===== config.mk =====
export PLATFORM = sky130hd
export DESIGN_NAME = sprite_scheduler
export DESIGN_NICKNAME = d
export VERILOG_FILES = /design/src/rtl/sprite_pkg.sv /design/src/rtl/sprite_hit_cmp.sv /design/src/rtl/sprite_scheduler.sv
export SDC_FILE = /design/constraint.sdc
export NUM_CORES = 1
export LEC_CHECK = 0
export BUFFER_PORTS_ARGS = -buffer_cell sky130_fd_sc_hd__buf_2
export CORE_MARGIN = 2
export CORE_UTILIZATION = 35
export CTS_CLUSTER_SIZE = 8
export DETAILED_ROUTE_END_ITERATION = 7
export PLACE_DENSITY = 0.64
export SYNTH_ARGS = -nofsm -noshare
export SYNTH_HDL_FRONTEND = slang
export SYNTH_SLANG_ARGS = --single-unit
export TNS_END_PERCENT = 20

===== constraint.sdc =====
create_clock -name i_pix_clk -period 12.45 [get_ports i_pix_clk]
set_input_delay 3.735 -clock i_pix_clk [delete_from_list [all_inputs] [get_ports i_pix_clk]]
set_output_delay 3.735 -clock i_pix_clk [all_outputs]
set_load 0.02 [all_outputs]

===== src/rtl/sprite_pkg.sv =====
// Shared sprite definitions: geometry, write field codes, commit FSM states
// and the per-sprite table entry.
package sprite_pkg;

  localparam int SPRITE_DIM = 8;

  typedef enum logic [1:0] {
    FLD_X    = 2'd0,
    FLD_Y    = 2'd1,
    FLD_ATTR = 2'd2
  } fld_e;

  typedef enum logic [1:0] {
    ST_IDLE    = 2'd0,
    ST_PENDING = 2'd1,
    ST_COMMIT  = 2'd2
  } state_e;

  typedef struct packed {
    logic [15:0] x;
    logic [15:0] y;
    logic        en;
    logic [2:0]  pat;
  } sprite_t;

endpackage


===== src/rtl/sprite_hit_cmp.sv =====
// Per-sprite coverage test: 17-bit unsigned window compare (no wrap past
// 65535) plus the row/col offset inside the 8x8 cell.
module sprite_hit_cmp
  import sprite_pkg::*;
(
  input  logic [15:0] i_x,
  input  logic [15:0] i_y,
  input  logic        i_en,
  input  logic [15:0] i_horz,
  input  logic [15:0] i_vert,
  input  logic        i_active,
  output logic        o_hit,
  output logic [2:0]  o_row,
  output logic [2:0]  o_col
);
  logic [16:0] w_h, w_v, w_x, w_y;
  logic        w_in_x, w_in_y;

  assign w_h = {1'b0, i_horz};
  assign w_v = {1'b0, i_vert};
  assign w_x = {1'b0, i_x};
  assign w_y = {1'b0, i_y};

  assign w_in_x = (w_h >= w_x) && (w_h < w_x + 17'(SPRITE_DIM));
  assign w_in_y = (w_v >= w_y) && (w_v < w_y + 17'(SPRITE_DIM));
  assign o_hit  = i_en && i_active && w_in_x && w_in_y;

  // Low bits of a difference depend only on the low bits of the operands.
  assign o_row = i_vert[2:0] - i_y[2:0];
  assign o_col = i_horz[2:0] - i_x[2:0];
endmodule


===== src/rtl/sprite_scheduler.sv =====
// Double-buffered sprite table with a frame-synchronous commit and a
// registered lowest-index-wins pixel hit path.
module sprite_scheduler
  import sprite_pkg::*;
#(
  parameter int NUM_SPRITES = 4,
  parameter int SCREEN_H    = 480
) (
  input  logic        i_pix_clk,
  input  logic        i_rst,
  input  logic [15:0] i_horz_coord,
  input  logic [15:0] i_vert_coord,
  input  logic        i_in_active_area,
  input  logic        i_wr_valid,
  output logic        o_wr_ready,
  input  logic [2:0]  i_wr_sel,
  input  logic [1:0]  i_wr_field,
  input  logic [15:0] i_wr_data,
  output logic        o_hit,
  output logic [2:0]  o_sprite_id,
  output logic [8:0]  o_mem_addr,
  output logic        o_busy
);
  sprite_t [NUM_SPRITES-1:0] r_shadow, r_active;
  state_e                    r_state, w_state_nxt;
  logic [2:0]                r_idx;
  logic                      w_trigger, w_wr_ok, w_last;

  logic [NUM_SPRITES-1:0]      w_hit;
  logic [NUM_SPRITES-1:0][2:0] w_row, w_col;
  logic                        w_any;
  logic [2:0]                  w_id;
  logic [8:0]                  w_addr;
  logic                        r_hit;
  logic [2:0]                  r_id;
  logic [8:0]                  r_addr;

  assign w_trigger = (i_vert_coord == 16'(SCREEN_H)) && (i_horz_coord == 16'd0);
  assign w_wr_ok   = i_wr_valid && o_wr_ready && ({1'b0, i_wr_sel} < 4'(NUM_SPRITES))
                     && (i_wr_field != 2'd3);
  assign w_last    = (r_idx == 3'(NUM_SPRITES - 1));

  // PENDING is the dirty flag: only a kept write leaves IDLE, and only the
  // end of a commit returns there.
  always_comb begin
    w_state_nxt = r_state;
    o_wr_ready  = 1'b1;
    o_busy      = 1'b0;
    case (r_state)
      ST_IDLE:    if (w_wr_ok) w_state_nxt = w_trigger ? ST_COMMIT : ST_PENDING;
      ST_PENDING: if (w_trigger) w_state_nxt = ST_COMMIT;
      ST_COMMIT: begin
        o_wr_ready = 1'b0;
        o_busy     = 1'b1;
        if (w_last) w_state_nxt = ST_IDLE;
      end
      default:    w_state_nxt = ST_IDLE;
    endcase
  end

  always_ff @(posedge i_pix_clk or posedge i_rst) begin
    if (i_rst) begin
      r_state <= ST_IDLE;
      r_idx   <= 3'd0;
    end else begin
      r_state <= w_state_nxt;
      r_idx   <= (r_state == ST_COMMIT && !w_last) ? r_idx + 3'd1 : 3'd0;
    end
  end

  always_ff @(posedge i_pix_clk or posedge i_rst) begin
    if (i_rst) begin
      r_shadow <= '0;
      r_active <= '0;
    end else begin
      for (int k = 0; k < NUM_SPRITES; k++) begin
        if (w_wr_ok && i_wr_sel == 3'(k)) begin
          case (fld_e'(i_wr_field))
            FLD_X:    r_shadow[k].x <= i_wr_data;
            FLD_Y:    r_shadow[k].y <= i_wr_data;
            FLD_ATTR: begin
              r_shadow[k].en  <= i_wr_data[3];
              r_shadow[k].pat <= i_wr_data[2:0];
            end
            default: ;
          endcase
        end
        if (r_state == ST_COMMIT && r_idx == 3'(k)) r_active[k] <= r_shadow[k];
      end
    end
  end

  for (genvar g = 0; g < NUM_SPRITES; g++) begin : g_cmp
    sprite_hit_cmp u_cmp (
      .i_x      (r_active[g].x),
      .i_y      (r_active[g].y),
      .i_en     (r_active[g].en),
      .i_horz   (i_horz_coord),
      .i_vert   (i_vert_coord),
      .i_active (i_in_active_area),
      .o_hit    (w_hit[g]),
      .o_row    (w_row[g]),
      .o_col    (w_col[g])
    );
  end

  // Scan high to low so the lowest hitting index is the last assignment.
  always_comb begin
    w_any  = 1'b0;
    w_id   = 3'd0;
    w_addr = 9'd0;
    for (int k = NUM_SPRITES - 1; k >= 0; k--) begin
      if (w_hit[k]) begin
        w_any  = 1'b1;
        w_id   = 3'(k);
        w_addr = {r_active[k].pat, w_row[k], w_col[k]};
      end
    end
  end

  always_ff @(posedge i_pix_clk or posedge i_rst) begin
    if (i_rst) begin
      r_hit  <= 1'b0;
      r_id   <= 3'd0;
      r_addr <= 9'd0;
    end else begin
      r_hit  <= w_any;
      r_id   <= w_id;
      r_addr <= w_addr;
    end
  end

  assign o_hit       = r_hit;
  assign o_sprite_id = r_id;
  assign o_mem_addr  = r_addr;
endmodule


==> results.toml, run 1 <==
[run_status]
status = "complete, no violations"

[pwr]
switching_power_mw = 0.753
leakagePower_nw = 9.43
powerDensity_mw_per_mm2 = 128
power_mw = 2.71
pwr-share-clk_pct = 39.7
ir_drop_mv = 0.108
power_frac_seq_pct = 43.5
combPwrFrac_pct = 16.7
intPower_mw = 1.96
switching_share_pct = 27.8

[layout]
final_area_mm2 = 0.0212
fillers = 5233
final_common_cell = "dfrtp_1"
fin_nets = 2203
diodes = 0
syn_to_final_growth_pct = 11.9
final_cell_mix = "305 x dfrtp_1, 246 x ha_1, 196 x mux2_2"
drive_gt1_share_pct = 18.4

[timing]
period_minus_slack_ps = 6410
setup_tns_ps = 0
drv_slew = 0
worstMarginPinSlew_ps = 1170
slew_headroom_pct = 21.4
rsz0062_at_grt = "false"
finClkSkew_ps = 18.1
hold_viol_final = 0
max_freq_ghz = 0.156
fin_crit_sh_pct = 51.5
setup_violations = 0

[placement]
placed_area_mm2 = 0.0200
io_buffer_count = 70
dp_hpwl_um = 40600
place_congestion = 0.914

[cts]
insertion_delay_ps = 570
cts_resized = 0
clk_path_buf_depth = 3
cts.sinks = 305
h-tree-depth = 2
cts_made_buffers = 44
cts_tree = "built"
cts_setup_buffers = 0
clk_pin_slew_ps = 50
cts-root-buf = "clkbuf_16"
hold_buffers = 0

[worst_setup_path]
required_ps = 12940
cp-end-kind = "flop"
startpoint_type = "input pin"
cp_data_arrival_time_ps = 6900
worst-path-max-fanout = 10
crit_type = "in -> reg"

[detailed_routing]
drt_iter0_drc = 917
drt-total-wl_um = 55200
wire_per_inst_um = 21.3
routed_via_density = 5.48
drc_errors = 0
antenna_left = 0
vias = 14200
drt-pass1-iter-count = 5

[floorplanning]
core_area_mm2 = 0.0537
core.rowCount = 85
top_level_ports = 72
die_area_mm2 = 0.0560
start_util_pct = 35.3
die_height_um = 237
die_w_um = 237

[global_route]
grt_pass1_vias = 14200
groute.usage.overall_pct = 19.8
grt_start_max_net_pins = 101
grt.overflow.total = 0
antenna_found_initial = 10
grt_pass1_wl_um = 84400

[synth]
ys_warn_count = 0
synth_edf_count = 0
synthTopCellsByArea = "dfrtp_1 40%, ha_1 16%, mux2_2 12%"
yosys_most_used_dff = "dfrtp_1"
syn-instance-count = 1813
syn_nets = 2124
synth_top_area_cell = "dfrtp_1"
ys_ff_latch = 305
synth_cell_types = 78
synth_top_area_share_pct = 40.3
synth_area_per_cell_um2 = 10.4
yosysSeqAreaShare_pct = 40.3
synth-async-reset-ratio_pct = 100
syn_area_mm2 = 0.0189

[worst_hold_path]
hp-class = "reg -> reg"

[run]
cap_violations = 0
## area by class of cell
type                    instances  area (um^2)  area share, %
flip-flops and latches        305         7630           36.0
repair buffers                 78          410           1.94
inverters                     151          574           2.71
multi-input cells            1312        10500           49.7
clock inverters                 2         17.5         0.0826
clock buffers                  50         1160           5.49
well taps                     696          871           4.11
## worst max-delay path, cell delays in order
cell      delay, ps
buf_2           140
inv_1           110
ha_1            230
inv_1            70
fa_1            210
a211oi_1         60
o21ai_0         270
a211oi_1        150
o31ai_1         670
nand4_1         250
nor2_1          560
and3_1          260
o221a_1         180
## per-layer routing
metal / wire [um] / GRT usage (%) / vias up
met5: 13 / 0 / -
met4: 1690 / 6.29 / 2
met3: 3760 / 3.84 / 88
met2: 25200 / 32.0 / 410
met1: 24500 / 26.7 / 7094
li1: - / - / 6618
## cells by family after synthesis
kind of cell / count (synthesis) / synth area share, %
buffers and inverters: 196 / 4.15
muxes: 199 / 11.8
other: 1 / 0.0198
AOI/OAI and AO/OA: 319 / 10.6
adders and majority gates: 254 / 17.1
xor gates and xnor gates: 96 / 4.44
DFF: 305 / 40.3
and+or+nand+nor: 443 / 11.6
## final timing paths
check / startpoint / endpoint / slack (ps) / depth (start not counted)
setup / recovery: i_horz_coord[0] / o_mem_addr[2]$_DFF_PP0_ / 6040 / 13
hold reg to reg: r_shadow[95]$_DFFE_PP0P_ / r_active[95]$_DFFE_PP0P_ / 470 / 2
max in group asynchronous: i_rst / r_active[72]$_DFFE_PP0P_ / 6910 / 4
setup reg to reg: r_active[43]$_DFFE_PP0P_ / o_sprite_id[1]$_DFF_PP0_ / 8370 / 13
hold / removal: r_shadow[95]$_DFFE_PP0P_ / r_active[95]$_DFFE_PP0P_ / 470 / 2
min in group asynchronous: i_rst / r_active[68]$_DFFE_PP0P_ / 3300 / 2
## cell usage after synthesis, types with 6 or more instances
library cell  instances
dfrtp_1             305
ha_1                246
mux2_2              196
nand2_1             172
inv_1               149
o21ai_0             129
xnor2_1              90
a21oi_1              64
nand3_1              54
nor2_1               51
nand4_1              33
clkbuf_1             30
nor3_1               29
a21o_1               25
and3_1               18
nor4_1               18
a211oi_1             16
a31oi_1              13
nor2b_1              12
nand2b_1             11
o211ai_1             11
and4_1               10
fa_1                  8
o2111ai_1             7
o21a_1                7
a2111oi_0             6
nand3b_1              6
xor2_1                6
## power by group through the flow
stage | Clock (mW) | Sequential (mW) | Combinational (mW)
finish | 1.08 | 1.18 | 0.454
global route | 1.15 | 1.19 | 0.513
CTS | 1.11 | 1.18 | 0.455
floorplan | 0 | 1.17 | 0.316
global placement | 0 | 1.19 | 0.436
detailed placement | 0 | 1.19 | 0.452
## stage by stage
| step | util, % | std cells | setup WS, ps | hold WS (ps) |
|---|---|---|---|---|
| 2_1_floorplan | - | 1813 | 284 | 444 |
| 3_3_place_gp | 37.3 | 2542 | 5740 | 452 |
| 3_5_place_dp | 37.3 | 2542 | 5630 | 460 |
| 4_1_cts | 39.5 | 2594 | 6200 | 471 |
| 5_1_grt | 39.5 | 2594 | 5980 | 496 |
| 6_report | 39.5 | 2594 | 6040 | 466 |
## sequential cells by signal, indices dropped and copies added, names as in the netlist
register / flops
r_active: 144
r_shadow: 144
o_mem_addr: 9
r_idx: 3
o_sprite_id: 2
r_state: 2
o_hit: 1
(Power assumes the default switching activity.)
==> run 2, diff against run 1 <==
Settings changed: ABC_AREA set to 1, PLACE_DENSITY 0.64 to 0.62.
Clock period 12.45 ns to 6.6 ns, I/O delays scaled along.
==> run 2 against run 1 <==
Compared with the run above: hold slack improved by 13 ps; die area up 0.47%; combinational power down 3%; highest routed layer unchanged; routed wire length is 3.9% higher; cell count grew 18%; setup slack worse by 3600 ps; register-to-register slack worse by 5600 ps; sequential share of layout area is 0.23 points lower; flip-flop and latch count is the same; count of clock-buffer cells in the layout up 1; core utilization rose by 0.18 points.
==> results.toml, run 2 <==
[run_status]
status = "complete, no violations"

[floorplanning]
die_height_um = 237
die_area_mm2 = 0.0563
core_area_mm2 = 0.0538
top_level_ports = 72
core.rowCount = 85
start_util_pct = 35.4
die_w_um = 237

[worst_setup_path]
crit_type = "in -> reg"
r2r_end = "o_mem_addr[5]$_DFF_PP0_"
cp-end-kind = "flop"
cp_data_arrival_time_ps = 4600
slowest_stage = "fa_1"
cpPeakStageDelay_ps = 500
worstPathBufferInverterCount = 3
required_ps = 7040
r2r_setup_slack_ps = 2780
path_common_cell = "nand2_1"
critPathLaunch = "i_horz_coord[1]"
reg2reg_depth = 21
worst-path-max-fanout = 13
startpoint_type = "input pin"
rr_startpoint = "r_active[23]$_DFFE_PP0P_"
crit_family = "simple AND/OR/NAND/NOR gates"
crit_chain = "buf_2 > inv_1 > fa_1 > o21ai_0 > nand2_1 > o211ai_1 > nand2_1 > nand3_1 > nand3_1 > nor2_1 > nand2_2 > clkinv_1 > nand2_1 > nand3_1 > nand2_1"

[synth]
yosysMostFrequentCell = "nand2_1"
synth-async-reset-ratio_pct = 100
syn_area_mm2 = 0.0190
syn-instance-count = 2301
yosys_most_used_dff = "dfrtp_1"
synth_cell_types = 44
yosysSeqAreaShare_pct = 40.1
synth_area_per_cell_um2 = 8.27
ys_ff_latch = 305
ys_warn_count = 0
syn_nets = 2612
synth_edf_count = 0
ys_top_cells_by_count = "440 x nand2_1, 305 x dfrtp_1, 251 x nor2_1"
synth_top_area_cell = "dfrtp_1"
synthTopCellsByArea = "dfrtp_1 40%, ha_1 16%, nand2_1 8.7%"
synth_top_area_share_pct = 40.1

[worst_hold_path]
hold_depth = 2
min_to = "r_shadow[40]$_DFFE_PP0P_"
hp-class = "reg -> reg"
worstHoldStart = "r_shadow[40]$_DFFE_PP0P_"

[detailed_routing]
drt_iter0_drc = 1311
dr_wl_met2_um = 25700
dr_wl_met3_um = 3000
vias = 15900
antenna_left = 0
drt-pass1-iter-count = 5
drc_errors = 0
wire_per_inst_um = 18.7
top_layer = "met5"
met1_length_um = 27100
drt-total-wl_um = 57400
routed_via_density = 5.18

[layout]
final_cell_mix = "439 x nand2_1, 305 x dfrtp_1, 251 x nor2_1"
fillers = 5424
final_area_mm2 = 0.0213
final_common_cell = "nand2_1"
syn_to_final_growth_pct = 12.1
fin_nets = 2677
drive_gt1_share_pct = 7.80

[global_route]
grt_pass1_wl_um = 89600
grt.overflow.total = 0
grt_pass1_vias = 15700
antenna_found_initial = 6
grt_start_max_net_pins = 116
groute.usage.overall_pct = 20.6

[cts]
cts.sinks = 305
clk_path_buf_depth = 3
cts-root-buf = "clkbuf_16"
hold_buffers = 0
cts_tree = "built"
cts_resized = 0
h-tree-depth = 2
clk_pin_slew_ps = 50
cts_setup_buffers = 0
cts_made_buffers = 44
insertion_delay_ps = 570

[pwr]
ir_drop_mv = 0.138
power_mw = 4.54
leakagePower_nw = 10.2
powerDensity_mw_per_mm2 = 213

[timing]
rsz0062_at_grt = "false"
period_minus_slack_ps = 4160
hold_viol_final = 0
drv_slew = 0
setup_violations = 0
finClkSkew_ps = 15.8
max_freq_ghz = 0.240
fin_crit_sh_pct = 63.0
slew_headroom_pct = 19.1
setup_tns_ps = 0
worstMarginPinSlew_ps = 1210

[placement]
placed_area_mm2 = 0.0201
dp_hpwl_um = 41600
place_congestion = 0.890
io_buffer_count = 70

[run]
cap_violations = 0
run 2: changes by cell type in the layout (fill, tap and decap cells not counted), sizes merged, moves of 13 or more:
cell   before  now
a21oi      65  229
and3       18    0
o21ai     129  175
xnor2      90   14
a21o       25    3
inv       153  243
nor2       52  256
xor2        6   72
nand2     173  443
a31oi      13    0
nand3      56   97
mux2      196   18
run 2: power breakdown:
group	switching, mW	leakage, nW	internal [mW]
sequential	0.0563	4.18	1.98
clock	0.823	0.592	1.25
combinational	0.291	5.42	0.149
run 2: logic make-up (layout without fill, tap and decap cells):
group                    count (synthesis)  after routing  share of synthesized area, %
AND/OR/NAND/NOR                        896            896                          19.8
multiplexers                            18             18                          1.06
buffers and inverters                  309            380                          6.24
XOR/XNOR                                86             86                          3.96
flip-flops                             305            305                          40.1
AO/OA/AOI/OAI                          432            432                          11.8
other                                    1              4                        0.0197
adder cells (fa/ha/maj)                254            254                          17.0
run 2: metrics by stage:
step	setup slack, ps	std cells	hold WS [ps]	util, %
after floorplan	563	2301	444	-
after global placement	1850	3016	463	37.4
after detailed placement	1850	3016	470	37.4
after CTS	2430	3068	482	39.6
after global routing	2220	3069	499	39.6
final	2440	3071	479	39.7
run 2: tightest hold or removal path: stages (launching register included):
cell	delay, ps
dfrtp_1	340
nand2_1	50
o21ai_0	50
run 2: layout make-up:
type	count	area, um^2	area share, %
clock inverter	1	16.3	0.0762
tap	696	871	4.08
multi-input combinational	1687	10200	47.9
clock buffer	51	1190	5.58
timing repair buffer	82	465	2.18
antenna	3	7.51	0.0352
sequential	305	7630	35.8
inverter	246	927	4.34
run 2: how the worst max path moves through the flow:
| stage | to | slack (ps) | cells past startpoint |
|---|---|---|---|
| after floorplan | o_hit$_DFF_PP0_ | 560 | 1 |
| after global placement | o_mem_addr[4]$_DFF_PP0_ | 1850 | 15 |
| after detailed placement | o_mem_addr[8]$_DFF_PP0_ | 1850 | 15 |
| after CTS | o_mem_addr[8]$_DFF_PP0_ | 2430 | 15 |
| after global routing | o_mem_addr[5]$_DFF_PP0_ | 2220 | 15 |
| final | o_mem_addr[8]$_DFF_PP0_ | 2440 | 15 |
run 2: metal layers:
layer | global-route usage, % | up-vias
met5 | 0 | -
li1 | - | 7758
met3 | 2.85 | 89
met4 | 6.58 | 2
met1 | 28.7 | 7673
met2 | 33.2 | 393
